===== config.mk =====
export PLATFORM = sky130hd
export DESIGN_NAME = iterative_divider_flat
export DESIGN_NICKNAME = d
export VERILOG_FILES = /design/src/rtl/iterative_divider_if.sv /design/src/rtl/iterative_divider.sv /design/src/flat_wrapper.sv
export SDC_FILE = /design/constraint.sdc
export NUM_CORES = 1
export LEC_CHECK = 0
export ABC_AREA = 1
export BUFFER_PORTS_ARGS = -buffer_cell sky130_fd_sc_hd__buf_2
export CORE_MARGIN = 3
export CORE_UTILIZATION = 50
export DETAILED_ROUTE_END_ITERATION = 10
export PLACE_DENSITY = 0.69
export SYNTH_ARGS = -nofsm -noshare
export SYNTH_HDL_FRONTEND = slang
export SYNTH_SLANG_ARGS = --single-unit

===== constraint.sdc =====
create_clock -name clock -period 3.57 [get_ports clock]
set_clock_uncertainty 0.15 [all_clocks]
set_input_delay 0.714 -clock clock [delete_from_list [all_inputs] [get_ports clock]]
set_output_delay 0.714 -clock clock [all_outputs]
set_load 0.01 [all_outputs]

===== src/rtl/iterative_divider_if.sv =====
// Request/result bus for the iterative divider.
// Handshake: a transfer happens on a rising clock edge where valid && ready
// are both high. The sender keeps valid and its payload steady until that
// edge; ready may change freely and never depends on valid in the same
// cycle. The request side uses inValid/inReady, the result side uses
// outValid/outReady.
interface iterative_divider_if #(
   parameter int WIDTH = 32
);
   logic             inValid;
   logic             inReady;
   logic             isSigned;
   logic [WIDTH-1:0] dividend;
   logic [WIDTH-1:0] divisor;
   logic             cancel;
   logic             outValid;
   logic             outReady;
   logic [WIDTH-1:0] quotient;
   logic [WIDTH-1:0] remainder;
   logic             divideByZero;
   logic             overflow;

   // Requester / result consumer side.
   modport master (
      output inValid, isSigned, dividend, divisor, cancel, outReady,
      input  inReady, outValid, quotient, remainder, divideByZero, overflow
   );

   // Divider side.
   modport slave (
      input  inValid, isSigned, dividend, divisor, cancel, outReady,
      output inReady, outValid, quotient, remainder, divideByZero, overflow
   );
endinterface


===== src/rtl/iterative_divider.sv =====
// Iterative restoring divider, STEP quotient bits per cycle, MSB first.
// Signed operation divides magnitudes and applies truncating signs at the end.
// Trivial cases (x/0, most-negative/-1, 0/x) bypass the iteration and pass
// through FIXUP so every result is published from the same register stage.
module iterative_divider #(
   parameter int WIDTH = 32,
   parameter int STEP  = 1
) (
   input  logic               clock,
   input  logic               resetN,
   iterative_divider_if.slave bus,
   output logic [1:0]         debugState
);

   typedef enum logic [1:0] {IDLE, RUN, FIXUP, DONE} state_t;
   typedef enum logic [1:0] {K_NORMAL, K_DBZ, K_OVF, K_ZERO} kind_t;

   localparam int ITER = WIDTH / STEP;
   localparam int CW   = $clog2(ITER) + 1;
   localparam logic [WIDTH-1:0] MOST_NEG = {1'b1, {(WIDTH-1){1'b0}}};

   state_t           state_q, state_d;
   kind_t            kind_q, kind_in;
   logic [CW-1:0]    cnt_q;
   logic [WIDTH:0]   rem_q, dvs_q, rem_step, dvs_mag;
   logic [WIDTH-1:0] quo_q, quo_step, dvd_q, dvd_mag;
   logic             sign_a_q, sign_b_q, dvd_neg, dvs_neg;
   logic [WIDTH-1:0] quotient_q, remainder_q, q_fix, r_fix;
   logic             dbz_q, ovf_q;

   assign debugState       = state_q;
   assign bus.inReady      = (state_q == IDLE);
   assign bus.outValid     = (state_q == DONE);
   assign bus.quotient     = quotient_q;
   assign bus.remainder    = remainder_q;
   assign bus.divideByZero = dbz_q;
   assign bus.overflow     = ovf_q;

   // Classify the incoming request and form operand magnitudes. The dividend
   // magnitude of the most-negative value is exact as a WIDTH-bit unsigned.
   always_comb begin
      kind_in = K_NORMAL;
      if (bus.divisor == '0)
         kind_in = K_DBZ;
      else if (bus.isSigned && bus.dividend == MOST_NEG && bus.divisor == '1)
         kind_in = K_OVF;
      else if (bus.dividend == '0)
         kind_in = K_ZERO;
      dvd_neg = bus.isSigned & bus.dividend[WIDTH-1];
      dvs_neg = bus.isSigned & bus.divisor[WIDTH-1];
      dvd_mag = dvd_neg ? (~bus.dividend + 1'b1) : bus.dividend;
      dvs_mag = {1'b0, (dvs_neg ? (~bus.divisor + 1'b1) : bus.divisor)};
   end

   // STEP restoring shift/compare/subtract steps; quotient bits shift in at
   // the bottom of quo_q as dividend bits leave at the top.
   always_comb begin
      rem_step = rem_q;
      quo_step = quo_q;
      for (int i = 0; i < STEP; i++) begin
         rem_step = {rem_step[WIDTH-1:0], quo_step[WIDTH-1]};
         quo_step = {quo_step[WIDTH-2:0], 1'b0};
         if (rem_step >= dvs_q) begin
            rem_step    = rem_step - dvs_q;
            quo_step[0] = 1'b1;
         end
      end
   end

   // Final result selection: trivial cases or sign-corrected magnitudes.
   always_comb begin
      q_fix = quo_q;
      r_fix = rem_q[WIDTH-1:0];
      case (kind_q)
         K_DBZ:  begin q_fix = '1;    r_fix = dvd_q; end
         K_OVF:  begin q_fix = dvd_q; r_fix = '0;    end
         K_ZERO: begin q_fix = '0;    r_fix = '0;    end
         default: begin
            if (sign_a_q ^ sign_b_q) q_fix = -quo_q;
            if (sign_a_q)            r_fix = -rem_q[WIDTH-1:0];
         end
      endcase
   end

   // State register.
   always_ff @(posedge clock or negedge resetN) begin
      if (!resetN) state_q <= IDLE;
      else         state_q <= state_d;
   end

   // Next-state logic; cancel only matters while work is in flight.
   always_comb begin
      state_d = state_q;
      case (state_q)
         IDLE:  if (bus.inValid) state_d = (kind_in == K_NORMAL) ? RUN : FIXUP;
         RUN: begin
            if (bus.cancel)                       state_d = IDLE;
            else if (cnt_q == CW'(ITER - 1))      state_d = FIXUP;
         end
         FIXUP: state_d = bus.cancel ? IDLE : DONE;
         DONE:  if (bus.outReady) state_d = IDLE;
         default: state_d = IDLE;
      endcase
   end

   // Datapath: load on accept, iterate in RUN, publish results in FIXUP.
   always_ff @(posedge clock or negedge resetN) begin
      if (!resetN) begin
         cnt_q       <= '0;
         rem_q       <= '0;
         quo_q       <= '0;
         dvs_q       <= '0;
         dvd_q       <= '0;
         sign_a_q    <= 1'b0;
         sign_b_q    <= 1'b0;
         kind_q      <= K_NORMAL;
         quotient_q  <= '0;
         remainder_q <= '0;
         dbz_q       <= 1'b0;
         ovf_q       <= 1'b0;
      end else begin
         case (state_q)
            IDLE: if (bus.inValid) begin
               cnt_q    <= '0;
               rem_q    <= '0;
               quo_q    <= dvd_mag;
               dvs_q    <= dvs_mag;
               dvd_q    <= bus.dividend;
               sign_a_q <= dvd_neg;
               sign_b_q <= dvs_neg;
               kind_q   <= kind_in;
               dbz_q    <= 1'b0;
               ovf_q    <= 1'b0;
            end
            RUN: if (!bus.cancel) begin
               rem_q <= rem_step;
               quo_q <= quo_step;
               cnt_q <= cnt_q + 1'b1;
            end
            FIXUP: if (!bus.cancel) begin
               quotient_q  <= q_fix;
               remainder_q <= r_fix;
               dbz_q       <= (kind_q == K_DBZ);
               ovf_q       <= (kind_q == K_OVF);
            end
            default: ;
         endcase
      end
   end

endmodule

===== src/flat_wrapper.sv =====
// flat-port wrapper written by rule: the top's interface ports become plain ports
module iterative_divider_flat 
#(
   parameter int WIDTH = 32,
   parameter int STEP  = 1
)
  (clock, resetN, debugState, bus_inValid, bus_isSigned, bus_dividend, bus_divisor, bus_cancel, bus_outReady, bus_inReady, bus_outValid, bus_quotient, bus_remainder, bus_divideByZero, bus_overflow);
  iterative_divider_if #(.WIDTH(WIDTH)) bus_i ();
  input  logic clock;
  input  logic resetN;
  output logic [1:0] debugState;
  input wire logic [$bits(bus_i.inValid)-1:0] bus_inValid;
  input wire logic [$bits(bus_i.isSigned)-1:0] bus_isSigned;
  input wire logic [$bits(bus_i.dividend)-1:0] bus_dividend;
  input wire logic [$bits(bus_i.divisor)-1:0] bus_divisor;
  input wire logic [$bits(bus_i.cancel)-1:0] bus_cancel;
  input wire logic [$bits(bus_i.outReady)-1:0] bus_outReady;
  output wire logic [$bits(bus_i.inReady)-1:0] bus_inReady;
  output wire logic [$bits(bus_i.outValid)-1:0] bus_outValid;
  output wire logic [$bits(bus_i.quotient)-1:0] bus_quotient;
  output wire logic [$bits(bus_i.remainder)-1:0] bus_remainder;
  output wire logic [$bits(bus_i.divideByZero)-1:0] bus_divideByZero;
  output wire logic [$bits(bus_i.overflow)-1:0] bus_overflow;
  assign bus_i.inValid = bus_inValid;
  assign bus_i.isSigned = bus_isSigned;
  assign bus_i.dividend = bus_dividend;
  assign bus_i.divisor = bus_divisor;
  assign bus_i.cancel = bus_cancel;
  assign bus_i.outReady = bus_outReady;
  assign bus_inReady = bus_i.inReady;
  assign bus_outValid = bus_i.outValid;
  assign bus_quotient = bus_i.quotient;
  assign bus_remainder = bus_i.remainder;
  assign bus_divideByZero = bus_i.divideByZero;
  assign bus_overflow = bus_i.overflow;
  iterative_divider #(.WIDTH(WIDTH), .STEP(STEP)) u_core (.clock(clock), .resetN(resetN), .bus(bus_i), .debugState(debugState));
endmodule

[Word level (Yosys, flattened, before mapping)]
Index checks and enable logic that the tools add are counted.
Operators by class
  eq/ne operators: 14
  $lt $le $gt $ge: 1
  add/subtract/negate cells: 6
  reduce and logical (&&, ||, !) cells: 14
  mux-type cells: 32
  bitwise gates (word level): 6
Operators by type and width (number)
  2-to-1 mux 32 bit: 9
  case mux 32 bit (2 select lines): 3
  case mux 32 bit (3 select lines): 1
  adder 32 x 1 -> 32 bit, second input constant: 2
  == test 32 bit, second input constant: 2
  logical NOT 32 bit: 2
  negator 32 bit: 2
  inverter 32 bit: 2
  greater-or-equal comparator 33 x 32 -> 1 bit: 1
  subtractor 32 bit: 1
  2-to-1 mux 2 bit: 9
  2-to-1 mux 6 bit: 2
  case mux 6 bit (2 select lines): 1
  AND reduction 3 bit: 3
  == test 2 bit, second input constant: 4
  inequality test 2 bit, second input constant: 4
  case mux 2 bit (4 select lines): 1
  adder 6 x 1 -> 6 bit, second input constant: 1
  == test 6 x 5 -> 1 bit, second input constant: 1
  == test 2 x 1 -> 1 bit, second input constant: 2
  logical NOT 2 bit: 2
  2-to-1 mux 1 bit: 4
  case mux 1 bit (2 select lines): 2
  AND reduction 2 bit: 2
  other kinds (7): 10
Storage, ports and cells
  input port bits: 70
  register bits after elaboration: 206
  logic and storage cells: 86
  output and inout port bits: 70

[Depth between registers and ports, before layout]
  depth in word-level cells: 9
  mapped depth: 18
  gate-level depth less buffers: 16

[Worst setup path after synthesis]
OpenSTA, ideal clock, no wires.
  path kind: input-to-reg
  start: input bus_dividend[1]
  end: register u_core.quo_q[30]
  slack: 1.374 ns
  library setup time: 0.117 ns
  required time: 3.303 ns
  path buffers: 0
  stages: 11
  arrival: 1.929 ns
  cell sequence: inv_1 > ha_1 > nand3_1 > nor2_4 > nand3_1 > o21ai_2 > o21ai_0 > nand2_1 > nand3_1 > nand2_1 > nand2_1
On the way
  cells in the longest elaborated chain, start to end: 5
Ends and longest elaborated chain
  start: declaration: line flat_wrapper.sv:14  | input wire logic [$bits(bus_i.dividend)-1:0] bus_dividend;
  inverter 32 bit: line iterative_divider.sv:51  | dvd_mag = dvd_neg ? (~bus.dividend + 1'b1) : bus.dividend;
  adder 32 x 1 -> 32 bit: line iterative_divider.sv:51
  2-to-1 mux 32 bit: line iterative_divider.sv:51
  2-to-1 mux 32 bit: line iterative_divider.sv:123  | IDLE: if (bus.inValid) begin
  case mux 32 bit (2 select lines): line iterative_divider.sv:122  | case (state_q)
  end signal: assignment: line iterative_divider.sv:126  | quo_q <= dvd_mag;
  end signal: assignment: line iterative_divider.sv:137  | quo_q <= quo_step;
  end: declaration: line iterative_divider.sv:26  | logic [WIDTH-1:0] quo_q, quo_step, dvd_q, dvd_mag;
Every way passes these cells. The select of a mux whose other input is x is not followed.
A chain may end at the register's enable or synchronous reset.

[Worst setup path in the final report]
  start: register u_core.rem_q[11]
  end: register u_core.rem_q[14]
On the way
  cells in the longest elaborated chain, start to end: 4
  elaborated cells on any way between the ends: 5
  those cells by class: add/sub (1); order compare (1); mux (3)
Ends and longest elaborated chain
  start: declaration: line iterative_divider.sv:25  | logic [WIDTH:0] rem_q, dvs_q, rem_step, dvs_mag;
  start signal: assignment: line iterative_divider.sv:136  | rem_q <= rem_step;
  subtractor 32 bit / greater-or-equal comparator 33 x 32 -> 1 bit (equally long branches): line iterative_divider.sv:64, iterative_divider.sv:63
  2-to-1 mux 32 bit (*): line iterative_divider.sv:63  | if (rem_step >= dvs_q) begin
  2-to-1 mux 32 bit (*): line iterative_divider.sv:135  | RUN: if (!bus.cancel) begin
  case mux 32 bit (2 select lines) (*): line iterative_divider.sv:122
Every way passes the cells marked *; elsewhere a longest branch is shown, timed or not. The select of a mux whose other input is x is not followed.

==> impl_metrics.yaml <==
worst_setup_path:
  crit_required_ps: 3800
  crit_type: "flop to flop"
  cp-startpoint: "u_core.rem_q[11]"
  rr_endpoint: "u_core.rem_q[14]"
  r2r_cells: 12
  critical_path_arrival_ps: 3050
  reg2reg_setup_slack_ps: 750
  startpoint_type: "flop"
  crit_path_end_kind: "flop"
  cp_max_fo: 34
  regToRegStartpoint: "u_core.rem_q[11]"
layout:
  area_growth_pct: 12.4
  fin_area_sq_mm: 0.0172
  final_cell_mix: "690 x nand2_1, 302 x inv_1, 266 x nand3_1, 206 x dfrtp_1, 176 x o21ai_0"
  fin_nets: 2551
  drive_gt1_frac: 0.107
  fillers: 3003
  register_area_sq_mm: 0.00515
  multiInputGateArea_sq_mm: 0.00857
  final_common_cell: "nand2_1"
  antennaDiodeCount: 0
global_route:
  track_usage: 0.307
  grt_pass1_wl_um: 81400
  overflow: 0
  grt_pass1_vias: 14800
  antenna_found_initial: 1
  grt_max_degree: 75
placed_design:
  hpwl_um: 39900
  gp_congestion: 0.984
  io_buffer_count: 139
  placed_cell_area_sq_mm: 0.0163
timing:
  setup_tns_ps: 0
  period_share: 0.790
  tightest_slew_ps: 862
  min_period_ps: 2820
  slew_viol_final: 0
  setup_viol: 0
  slew_headroom: 0.425
  rsz0062_at_grt: "no"
  final_hold_viol_count: 0
  clock.fmax_mhz: 355
synthesis:
  synth_edf_count: 0
  synth-seq-area-share: 0.337
  yosys.area.top_type: "dfrtp_1"
  postSynthAreaPerCell_sq_um: 6.53
  synth_top_family_by_area: "simple AND/OR/NAND/NOR gates"
  synth_ff_type: "dfrtp_1"
  netlist_area_sq_mm: 0.0153
  ys_top_cells_by_area: "dfrtp_1 34%, nand2_1 17%, nand3_1 8.7%, inv_1 7.4%, o21ai_0 5.8%"
  synth-simple-area-share: 0.347
  synth_mux_area_frac: 0.000655
  async_flop_share: 1.00
  ys_types: 51
  syn_inst: 2341
  synth_top_area_share: 0.337
  synth_adder_area_share: 0.0324
  yosysWarningCount: 0
  ys_seq_elements: 206
  synth_compound_area_frac: 0.152
  synth_xor_area_frac: 0.0275
  synth_nets: 2450
floorplan:
  initial_core_util: 0.511
  rows: 63
  dieArea_sq_mm: 0.0327
  die_w_um: 181
  chipHeight_um: 181
  core_sq_mm: 0.0299
  pin_count: 140
detailed_routing:
  drc: 0
  avgRoutedWirePerCell_um: 18.1
  routed_wl_um: 51600
  firstDrtPassIters: 5
  via_per_inst: 5.64
  postRouteAntennaNets: 0
  via_count: 16100
  drt_iter0_markers: 1623
hold_path:
  hp-class: "primary input to asynchronous set/reset pin"
power:
  ir_drop_mv: 0.630
  power_uw: 17000
  power_density_mw_per_mm2: 989
  p_leak_uw: 0.00905
clock_network:
  hold_buffers: 0
  tritoncts: "yes"
  max-clock-path-buffers: 3
  clkLatencyLatePin_ps: 510
  root_buffer: "clkbuf_16"
  path_clk_slew_ps: 60
  post_cts_resize_count: 0
  cts_buffers: 24
  clock-sinks: 206
  post-cts-setup-buffers: 0
  h-tree-depth: 1
run_status:
  status: "finished, final reports clean"
job:
  drv_cap: 0
-- state kept, by name, summed over array words and instances (netlist names) --
name	flops
u_core.kind_q	2
u_core.bus.overflow	1
u_core.bus.divideByZero	1
u_core.debugState	2
u_core.quo_q	32
u_core.dvd_q	32
u_core.sign_b_q	1
u_core.dvs_q	32
u_core.cnt_q	6
u_core.rem_q	32
u_core.sign_a_q	1
u_core.bus.remainder	32
u_core.bus.quotient	32
-- cells by family after synthesis --
| group | after synthesis |
|---|---|
| XOR/XNOR | 48 |
| multiplexers | 1 |
| buffers and inverters | 402 |
| AO/OA/AOI/OAI | 411 |
| flip-flops | 206 |
| AND/OR/NAND/NOR | 1234 |
| adder cells (fa/ha/maj) | 39 |
-- worst max-delay path by stage --
stage / to / cells after the start
3_5_place_dp: u_core.rem_q[9] / 10
2_1_floorplan: u_core.quo_q[30] / 11
4_1_cts: u_core.rem_q[9] / 10
5_1_grt: u_core.rem_q[7] / 10
3_3_place_gp: u_core.quo_q[28] / 12
6_report: u_core.rem_q[14] / 12
-- layout make-up --
cell class,count,area share
repair buffers,161,0.0543
clock buffers,37,0.0426
multi-input cells,1733,0.499
flip-flops and latches,206,0.300
clock inverters,7,0.00670
inverters,316,0.0691
well taps,390,0.0284
-- critical path, stage by stage, from the launching register on --
cell     delay, ps
dfrtp_1        480
ha_1           380
nand2_1        110
nor2_1         240
nand2_1         90
inv_1           90
nand2_2         70
nand2_2         90
nand2_4        230
nand2_4        430
nand2_1        110
nand3_1        100
o21ai_1         70
-- report_power, final --
group	internal, uW	switching, uW
combinational	3350	6620
sequential	3390	983
clock	1620	1010
-- through the flow --
step,hold WS [ps],worst slack [ps],cells,utilization
final,55.1,751,2850,0.575
after global routing,97.3,513,2850,0.575
after CTS,85.4,785,2850,0.575
after detailed placement,311,785,2806,0.547
after global placement,310,823,2806,0.547
after floorplan,268,1370,2341,-
-- routing by layer --
layer / wire length [um] / track usage
met1: 24100 / 0.464
met2: 21800 / 0.458
met3: 4240 / 0.0477
met4: 1460 / 0.0817
met5: 9 / 0
-- cell usage after synthesis (6+ instances only) --
library cell  instances
xnor2_1              15
or2_2                10
nand3_1             267
nand4_1              39
nor2_2               14
xor2_1               33
o211ai_1             13
o21ai_0             176
inv_1               302
nand2_1             690
o21ai_1              21
buf_2                26
ha_1                 38
dfrtp_1             206
buf_1                 7
nor2_1              161
nor2_4                6
clkbuf_1             48
a21oi_1             128
nor3_1               18
inv_2                11
a211oi_1              8
a2bb2oi_1            25
nand2_2              11
No activity file was read; power rests on OpenSTA's default activity.
